--- src/rtl/pipe_pkg.sv ---
// Shared decode-stage constants: instruction field positions, NOP encoding, forward-select codes.
package pipe_pkg;

    localparam int unsigned REG_W   = 5;
    localparam int unsigned RS_LSB  = 5;
    localparam int unsigned RT_LSB  = 0;
    localparam int unsigned IMM_LSB = 10;
    localparam int unsigned IMM_W   = 16;
    localparam int unsigned JIDX_W  = 26;

    localparam logic [31:0] NOP = 32'h0000_0000;

    typedef enum logic [1:0] {
        FWD_RF,
        FWD_EX,
        FWD_MEM,
        FWD_WB
    } fwd_sel_e;

endpackage

--- src/rtl/pipe_fwd_mux.sv ---
// Operand bypass mux: picks the register file value or a younger in-flight result.
module pipe_fwd_mux
    import pipe_pkg::*;
#(
    parameter int unsigned XLEN = 32
) (
    input  fwd_sel_e          sel_i,
    input  logic [XLEN-1:0]   rf_i,
    input  logic [XLEN-1:0]   ex_i,
    input  logic [XLEN-1:0]   mem_i,
    input  logic [XLEN-1:0]   wb_i,
    output logic [XLEN-1:0]   q_o
);

    always_comb begin
        q_o = rf_i;
        unique case (sel_i)
            FWD_RF:  q_o = rf_i;
            FWD_EX:  q_o = ex_i;
            FWD_MEM: q_o = mem_i;
            FWD_WB:  q_o = wb_i;
            default: q_o = rf_i;
        endcase
    end

endmodule

--- src/rtl/pipe_regfile_bypass.sv ---
// NREG x XLEN register file, two read ports, one write port; a same-cycle write is visible on reads.
module pipe_regfile_bypass
    import pipe_pkg::*;
#(
    parameter int unsigned NREG = 32,
    parameter int unsigned XLEN = 32
) (
    input  logic              clk_i,
    input  logic              rst_ni,
    input  logic              we_i,
    input  logic [REG_W-1:0]  wn_i,
    input  logic [XLEN-1:0]   wd_i,
    input  logic [REG_W-1:0]  ra_i,
    input  logic [REG_W-1:0]  rb_i,
    output logic [XLEN-1:0]   qa_o,
    output logic [XLEN-1:0]   qb_o
);

    logic [XLEN-1:0] regs_q [NREG];
    logic [XLEN-1:0] regs_d [NREG];
    logic            wr_ok;

    // Writes to r0 or beyond the implemented range are dropped.
    assign wr_ok = we_i && (wn_i != '0) && (32'(wn_i) < NREG);

    always_comb begin
        regs_d = regs_q;
        for (int unsigned i = 1; i < NREG; i++) begin
            if (wr_ok && (wn_i == REG_W'(i))) regs_d[i] = wd_i;
        end
    end

    always_ff @(posedge clk_i or negedge rst_ni) begin
        if (!rst_ni) begin
            for (int unsigned i = 0; i < NREG; i++) regs_q[i] <= '0;
        end else begin
            regs_q <= regs_d;
        end
    end

    always_comb begin
        qa_o = '0;
        qb_o = '0;
        for (int unsigned i = 1; i < NREG; i++) begin
            if (ra_i == REG_W'(i)) qa_o = regs_q[i];
            if (rb_i == REG_W'(i)) qb_o = regs_q[i];
        end
        if (wr_ok && (ra_i == wn_i)) qa_o = wd_i;
        if (wr_ok && (rb_i == wn_i)) qb_o = wd_i;
    end

endmodule

--- src/rtl/pipe_id_fwd_stage.sv ---
// Decode stage: IF/ID register, operand forwarding, load-use interlock and branch/jump resolution.
module pipe_id_fwd_stage
    import pipe_pkg::*;
#(
    parameter int unsigned XLEN   = 32,
    parameter int unsigned NREG   = 32,
    parameter int unsigned FWD_EN = 1,
    parameter int unsigned CNT_W  = 16
) (
    input  logic              clk,
    input  logic              clrn,
    input  logic [31:0]       IFinst,
    input  logic [XLEN-1:0]   IFp4,
    input  logic              dec_use_rs,
    input  logic              dec_use_rt,
    input  logic              dec_branch,
    input  logic              dec_bne,
    input  logic              dec_jump,
    input  logic              EXwreg,
    input  logic              EXm2reg,
    input  logic [4:0]        EXwn,
    input  logic [XLEN-1:0]   EXalu,
    input  logic              MEMwreg,
    input  logic              MEMm2reg,
    input  logic [4:0]        MEMwn,
    input  logic [XLEN-1:0]   MEMalu,
    input  logic [XLEN-1:0]   MEMdata,
    input  logic              WBwreg,
    input  logic [4:0]        WBwn,
    input  logic [XLEN-1:0]   WBdata,
    output logic [31:0]       IDinst,
    output logic [XLEN-1:0]   IDp4,
    output logic [XLEN-1:0]   IDqa,
    output logic [XLEN-1:0]   IDqb,
    output logic              IFwpc,
    output logic              IDbubble,
    output logic              IDredirect,
    output logic [XLEN-1:0]   IDtarget,
    output logic [CNT_W-1:0]  stall_cnt,
    output logic [CNT_W-1:0]  flush_cnt
);

    logic [31:0]      inst_q, inst_d;
    logic [XLEN-1:0]  p4_q, p4_d;
    logic [CNT_W-1:0] scnt_q, scnt_d, fcnt_q, fcnt_d;

    logic [REG_W-1:0] src [2];
    logic [XLEN-1:0]  rf_q [2];
    fwd_sel_e         sel [2];
    logic [1:0]       used, ex_hit, mem_hit, wb_hit, hz;
    logic [XLEN-1:0]  mem_val, br_tgt, j_tgt;
    logic [IMM_W-1:0] imm;
    logic             stall, br_taken;

    assign src[0]  = inst_q[RS_LSB +: REG_W];
    assign src[1]  = inst_q[RT_LSB +: REG_W];
    assign used    = {dec_use_rt, dec_use_rs};
    assign mem_val = MEMm2reg ? MEMdata : MEMalu;

    always_comb begin
        ex_hit  = '0;
        mem_hit = '0;
        wb_hit  = '0;
        hz      = '0;
        for (int i = 0; i < 2; i++) begin
            sel[i]     = FWD_RF;
            ex_hit[i]  = EXwreg  && (EXwn  == src[i]) && (src[i] != '0);
            mem_hit[i] = MEMwreg && (MEMwn == src[i]) && (src[i] != '0);
            wb_hit[i]  = WBwreg  && (WBwn  == src[i]) && (src[i] != '0);
            if (FWD_EN != 0) begin
                // A load in EX has no data yet; it stalls and is picked up from MEM next cycle.
                if (ex_hit[i] && !EXm2reg) sel[i] = FWD_EX;
                else if (mem_hit[i])       sel[i] = FWD_MEM;
                else if (wb_hit[i])        sel[i] = FWD_WB;
                hz[i] = used[i] && ex_hit[i] && EXm2reg;
            end else begin
                if (wb_hit[i]) sel[i] = FWD_WB;
                hz[i] = used[i] && (ex_hit[i] || mem_hit[i]);
            end
        end
    end

    pipe_regfile_bypass #(
        .NREG (NREG),
        .XLEN (XLEN)
    ) u_regfile (
        .clk_i  (clk),
        .rst_ni (clrn),
        .we_i   (WBwreg),
        .wn_i   (WBwn),
        .wd_i   (WBdata),
        .ra_i   (src[0]),
        .rb_i   (src[1]),
        .qa_o   (rf_q[0]),
        .qb_o   (rf_q[1])
    );

    pipe_fwd_mux #(.XLEN(XLEN)) u_fwd_a (
        .sel_i (sel[0]),
        .rf_i  (rf_q[0]),
        .ex_i  (EXalu),
        .mem_i (mem_val),
        .wb_i  (WBdata),
        .q_o   (IDqa)
    );

    pipe_fwd_mux #(.XLEN(XLEN)) u_fwd_b (
        .sel_i (sel[1]),
        .rf_i  (rf_q[1]),
        .ex_i  (EXalu),
        .mem_i (mem_val),
        .wb_i  (WBdata),
        .q_o   (IDqb)
    );

    assign stall    = |hz;
    assign imm      = inst_q[IMM_LSB +: IMM_W];
    assign br_tgt   = p4_q + {{(XLEN-IMM_W-2){imm[IMM_W-1]}}, imm, 2'b00};
    assign j_tgt    = {p4_q[XLEN-1:28], inst_q[JIDX_W-1:0], 2'b00};
    assign br_taken = dec_branch && ((IDqa == IDqb) ^ dec_bne);

    // Redirect is suppressed while stalled: the branch resolves once its operands are valid.
    assign IDredirect = !stall && (dec_jump || br_taken);
    assign IDtarget   = dec_jump ? j_tgt : br_tgt;
    assign IFwpc      = !stall;
    assign IDbubble   = stall;
    assign IDinst     = inst_q;
    assign IDp4       = p4_q;
    assign stall_cnt  = scnt_q;
    assign flush_cnt  = fcnt_q;

    always_comb begin
        inst_d = IFinst;
        p4_d   = IFp4;
        if (stall) begin
            inst_d = inst_q;
            p4_d   = p4_q;
        end else if (IDredirect) begin
            inst_d = NOP;
            p4_d   = '0;
        end
        scnt_d = (stall && (scnt_q != '1)) ? scnt_q + CNT_W'(1) : scnt_q;
        fcnt_d = (IDredirect && (fcnt_q != '1)) ? fcnt_q + CNT_W'(1) : fcnt_q;
    end

    always_ff @(posedge clk or negedge clrn) begin
        if (!clrn) begin
            inst_q <= NOP;
            p4_q   <= '0;
            scnt_q <= '0;
            fcnt_q <= '0;
        end else begin
            inst_q <= inst_d;
            p4_q   <= p4_d;
            scnt_q <= scnt_d;
            fcnt_q <= fcnt_d;
        end
    end

endmodule

--- config.mk ---
export PLATFORM = sky130hd
export DESIGN_NAME = pipe_id_fwd_stage
export DESIGN_NICKNAME = d
export VERILOG_FILES = /design/src/rtl/pipe_pkg.sv /design/src/rtl/pipe_fwd_mux.sv /design/src/rtl/pipe_regfile_bypass.sv /design/src/rtl/pipe_id_fwd_stage.sv
export SDC_FILE = /design/constraint.sdc
export NUM_CORES = 2
export LEC_CHECK = 0
export ABC_AREA = 1
export BUFFER_PORTS_ARGS = -buffer_cell sky130_fd_sc_hd__buf_2
export CORE_MARGIN = 2
export CORE_UTILIZATION = 50
export DETAILED_ROUTE_END_ITERATION = 10
export GPL_TIMING_DRIVEN = 1
export PLACE_DENSITY = 0.78
export SYNTH_ARGS = -nofsm -noshare
export SYNTH_HDL_FRONTEND = slang
export SYNTH_HIERARCHICAL = 1
export SYNTH_SLANG_ARGS = --single-unit
--- constraint.sdc ---
create_clock -name clk -period 3.49 [get_ports clk]
set_input_delay 0.5235 -clock clk [delete_from_list [all_inputs] [get_ports clk]]
set_output_delay 0.5235 -clock clk [all_outputs]
set_load 0.05 [all_outputs]
==> impl_metrics.ini <==
[run_status]
status = finished, violations left
violations = setup timing

[cts]
cts_tree = yes
cts-root-buf = clkbuf_16
clock_latency_ns = 0.75
numClockSinks = 1088
cts_buffers = 117
clock_tree.buffer_depth = 3
cts.reportedPaths.clkPinSlew_ns = 0.06
cts_htree_levels = 3

[route]
drt_iter0_markers = 10100
drc_errors = 0
avgRoutedWirePerCell_um = 21.2
vias = 69100
vias_per_cell = 5.92
drtAntennaViolNets = 0
wirelength_um = 247000
drt_first_pass_iters = 9

[yosys]
yosys.area_share.simple_pct = 34.0
synth-xor-area-share_pct = 0.853
synth-seq-cells = 1088
yosys_warnings = 6
synthDistinctLibCells = 52
yosysTopAreaCell = dfrtp_1
netlist_instances = 9022
syn_area_per_cell_sq_um = 6.94
syn_nets = 9273
yosys-top-cells-area = dfrtp_1 (43%), nand2_1 (19%), o21ai_0 (9.5%)
muxShareOfSynthArea_pct = 0.575
synth_commonest_cells = nand2_1 (3177), o21ai_0 (1192), dfrtp_1 (1088)
synth_edf_count = 0
synth_top_area_share_pct = 43.5
synthFlopType = dfrtp_1
async_flop_share_pct = 100
synth_top_family_by_area = simple AND/OR/NAND/NOR gates
syn-cell-area_sq_mm = 0.0626
synth-seq-area-share_pct = 43.5
synthAdderAreaFrac_pct = 0.651
yosysMostFrequentCell = nand2_1
synth_compound_area_share_pct = 11.7

[sta]
hold_viol = 0
fin_crit_ns = 6.24
fin_ws_ns = -2.75
rsz0062_at_grt = true
finClkSkew_ns = 0.0413
worstMarginPinSlew_ns = 1.46
fin_hold_ws_ns = 0.0276
maxSlewViolCount = 0
setup_tns_ns = -285.66
period_share_pct = 179
slew_headroom_pct = 3.00
setup_viol = 169
fmax_mhz = 160

[cells_and_area]
nFillCells = 10500
final_area_sq_mm = 0.0787
syn_to_final_growth_pct = 25.7
multi_input_area_sq_mm = 0.0312
drive_above_1_share_pct = 20.4
final_nets = 10200
finalCoreUtilization_pct = 63.5
fin_cells = 11700
register_area_sq_mm = 0.0272

[die]
die_h_um = 358
start_util_pct = 50.5
die_area_sq_mm = 0.128
pin_count = 414
chipWidth_um = 358
rows = 129
coreArea_sq_mm = 0.124

[global_routing]
grt_pass1_wl_um = 379000
grt_max_degree = 92
grt_overflow = 0
grt_usage_pct = 37.9
grt_pass1_vias = 65500
antenna_found_initial = 21

[placement]
dp_cells = 11300
portBuffers = 413
dp_hpwl_um = 177000
placed_area_sq_mm = 0.0723
dp_slack_ns = -2.39
gp_congestion = 1.02

[setup_path]
arrival_ns = 5.71
start_kind = register
critPathMaxFanout = 7
crit_path_end_kind = primary output
path_common_cell = nand4_1
criticalPathCategory = reg -> out
max_stage_delay_ns = 0.44
critPathRequiredTime_ns = 2.97
critPathSlowestCell = dfrtp_2
reg2regPathDepth = 37

[power]
p_sw_share_pct = 34.1
p_per_area_mw_per_mm2 = 506
seq_power_share_pct = 42.0
intPower_mw = 26.3
pwr-share-comb_pct = 24.6
p_leak_nw = 37.3
p_sw_mw = 13.6
p_clk_share_pct = 33.4
peakVddDrop_v = 0.000698
finalPower_mw = 39.9

[job]
drv_cap = 0

[hold_path]
hold_depth = 3
hold_class = in -> reg
[worst max-delay path: cells and delay by family (launching register included)]
family                    cells  cell delay (ns)
AOI/OAI and AO/OA             1             0.15
xor gates and xnor gates      1             0.32
buffers and inverters         5             0.73
DFF                           1             0.44
and+or+nand+nor              27             3.35
[state kept, by name, summed over array words and instances, names as in the netlist]
signal,count
stall_cnt,16
IDp4,32
u_regfile/regs_q,992
IDinst,32
flush_cnt,16
[cells by family (layout without fill, tap and decap cells)]
| kind of cell | after synthesis | count (layout) |
|---|---|---|
| and+or+nand+nor | 5052 | 5053 |
| AOI/OAI and AO/OA | 1404 | 1404 |
| buffers and inverters | 1353 | 2340 |
| DFF | 1088 | 1088 |
| xor gates and xnor gates | 61 | 61 |
| adders and majority gates | 32 | 32 |
| muxes | 32 | 32 |
| other | 0 | 17 |
[per-layer routing]
| layer | vias to the layer above | global-route usage, % | share of wire, % |
|---|---|---|---|
| met5 | - | 0 | 0.0053 |
| met4 | 2 | 22.6 | 6.4 |
| met3 | 915 | 7.28 | 11 |
| met2 | 4666 | 58.9 | 45 |
| met1 | 32500 | 49.1 | 38 |
| li1 | 31000 | - | - |
[cells in the final DEF (no fill, tap or decap), types with 11 or more instances in the layout]
| cell type | instances |
|---|---|
| a21oi_1 | 70 |
| o22ai_2 | 14 |
| nand2_2 | 68 |
| nor3_1 | 29 |
| buf_12 | 117 |
| clkbuf_1 | 23 |
| o21ai_2 | 25 |
| buf_2 | 378 |
| o21ai_1 | 28 |
| nand2_1 | 3105 |
| nor2_1 | 637 |
| clkinv_2 | 26 |
| xor2_1 | 30 |
| o2111ai_1 | 29 |
| ha_1 | 31 |
| nand3_2 | 41 |
| nor2_4 | 36 |
| diode_2 | 17 |
| nor2_2 | 142 |
| mux2_2 | 32 |
| inv_1 | 698 |
| xnor2_1 | 30 |
| o21ai_0 | 1171 |
| buf_8 | 11 |
| inv_2 | 24 |
| buf_6 | 48 |
| or2_2 | 29 |
| o22ai_1 | 18 |
| dfrtp_1 | 1078 |
| clkbuf_8 | 26 |
| nand4_1 | 621 |
| clkbuf_16 | 118 |
| buf_4 | 821 |
| bufinv_16 | 15 |
| nand3_1 | 293 |
| o21a_1 | 25 |
[worst paths after layout]
check                                             startpoint                                end  slack, ns
max                                    IDinst[4]$_DFFE_PN0P_                         IDredirect      -2.75
min                                               IFinst[28]             IDinst[28]$_DFFE_PN0P_       0.03
max reg2reg                            IDinst[4]$_DFFE_PN0P_              IDinst[6]$_DFFE_PN0P_      -2.33
min reg2reg                u_regfile/regs_q[924]$_DFFE_PN0P_  u_regfile/regs_q[924]$_DFFE_PN0P_       0.48
max in group asynchronous                               clrn  u_regfile/regs_q[498]$_DFFE_PN0P_       1.96
min in group asynchronous                               clrn           flush_cnt[6]$_DFFE_PN0P_       0.41
[area by class of cell]
class | count | share of cell area, %
clock inverters | 54 | 0.892
well taps | 1637 | 2.60
flip-flops and latches | 1088 | 34.6
repair buffers | 1388 | 14.4
inverters | 732 | 3.52
multi-input cells | 6582 | 39.7
clock buffers | 166 | 4.28
diodes | 17 | 0.0540
[what timing repair did]
| item | 4_1_cts | 5_1_grt |
|---|---|---|
| pin swaps | 45 | 131 |
| gates cloned | 4 | 2 |
| hold endpoints to repair | 62 | 0 |
| resized for setup | 240 | 211 |
| hold buffers | 7 | 0 |
| setup endpoints to repair | 168 | 172 |
| buffers inserted | 49 | 35 |
[power groups by stage]
stage	registers, mW	logic [mW]	clock network, mW
after global routing	17.0	10.7	13.9
after global placement	16.7	8.84	0
after detailed placement	16.8	9.06	0
final	16.7	9.81	13.3
after CTS	16.6	9.37	13.3
after floorplan	16.8	4.96	0
Note: power is estimated with default switching activity, not from simulation.
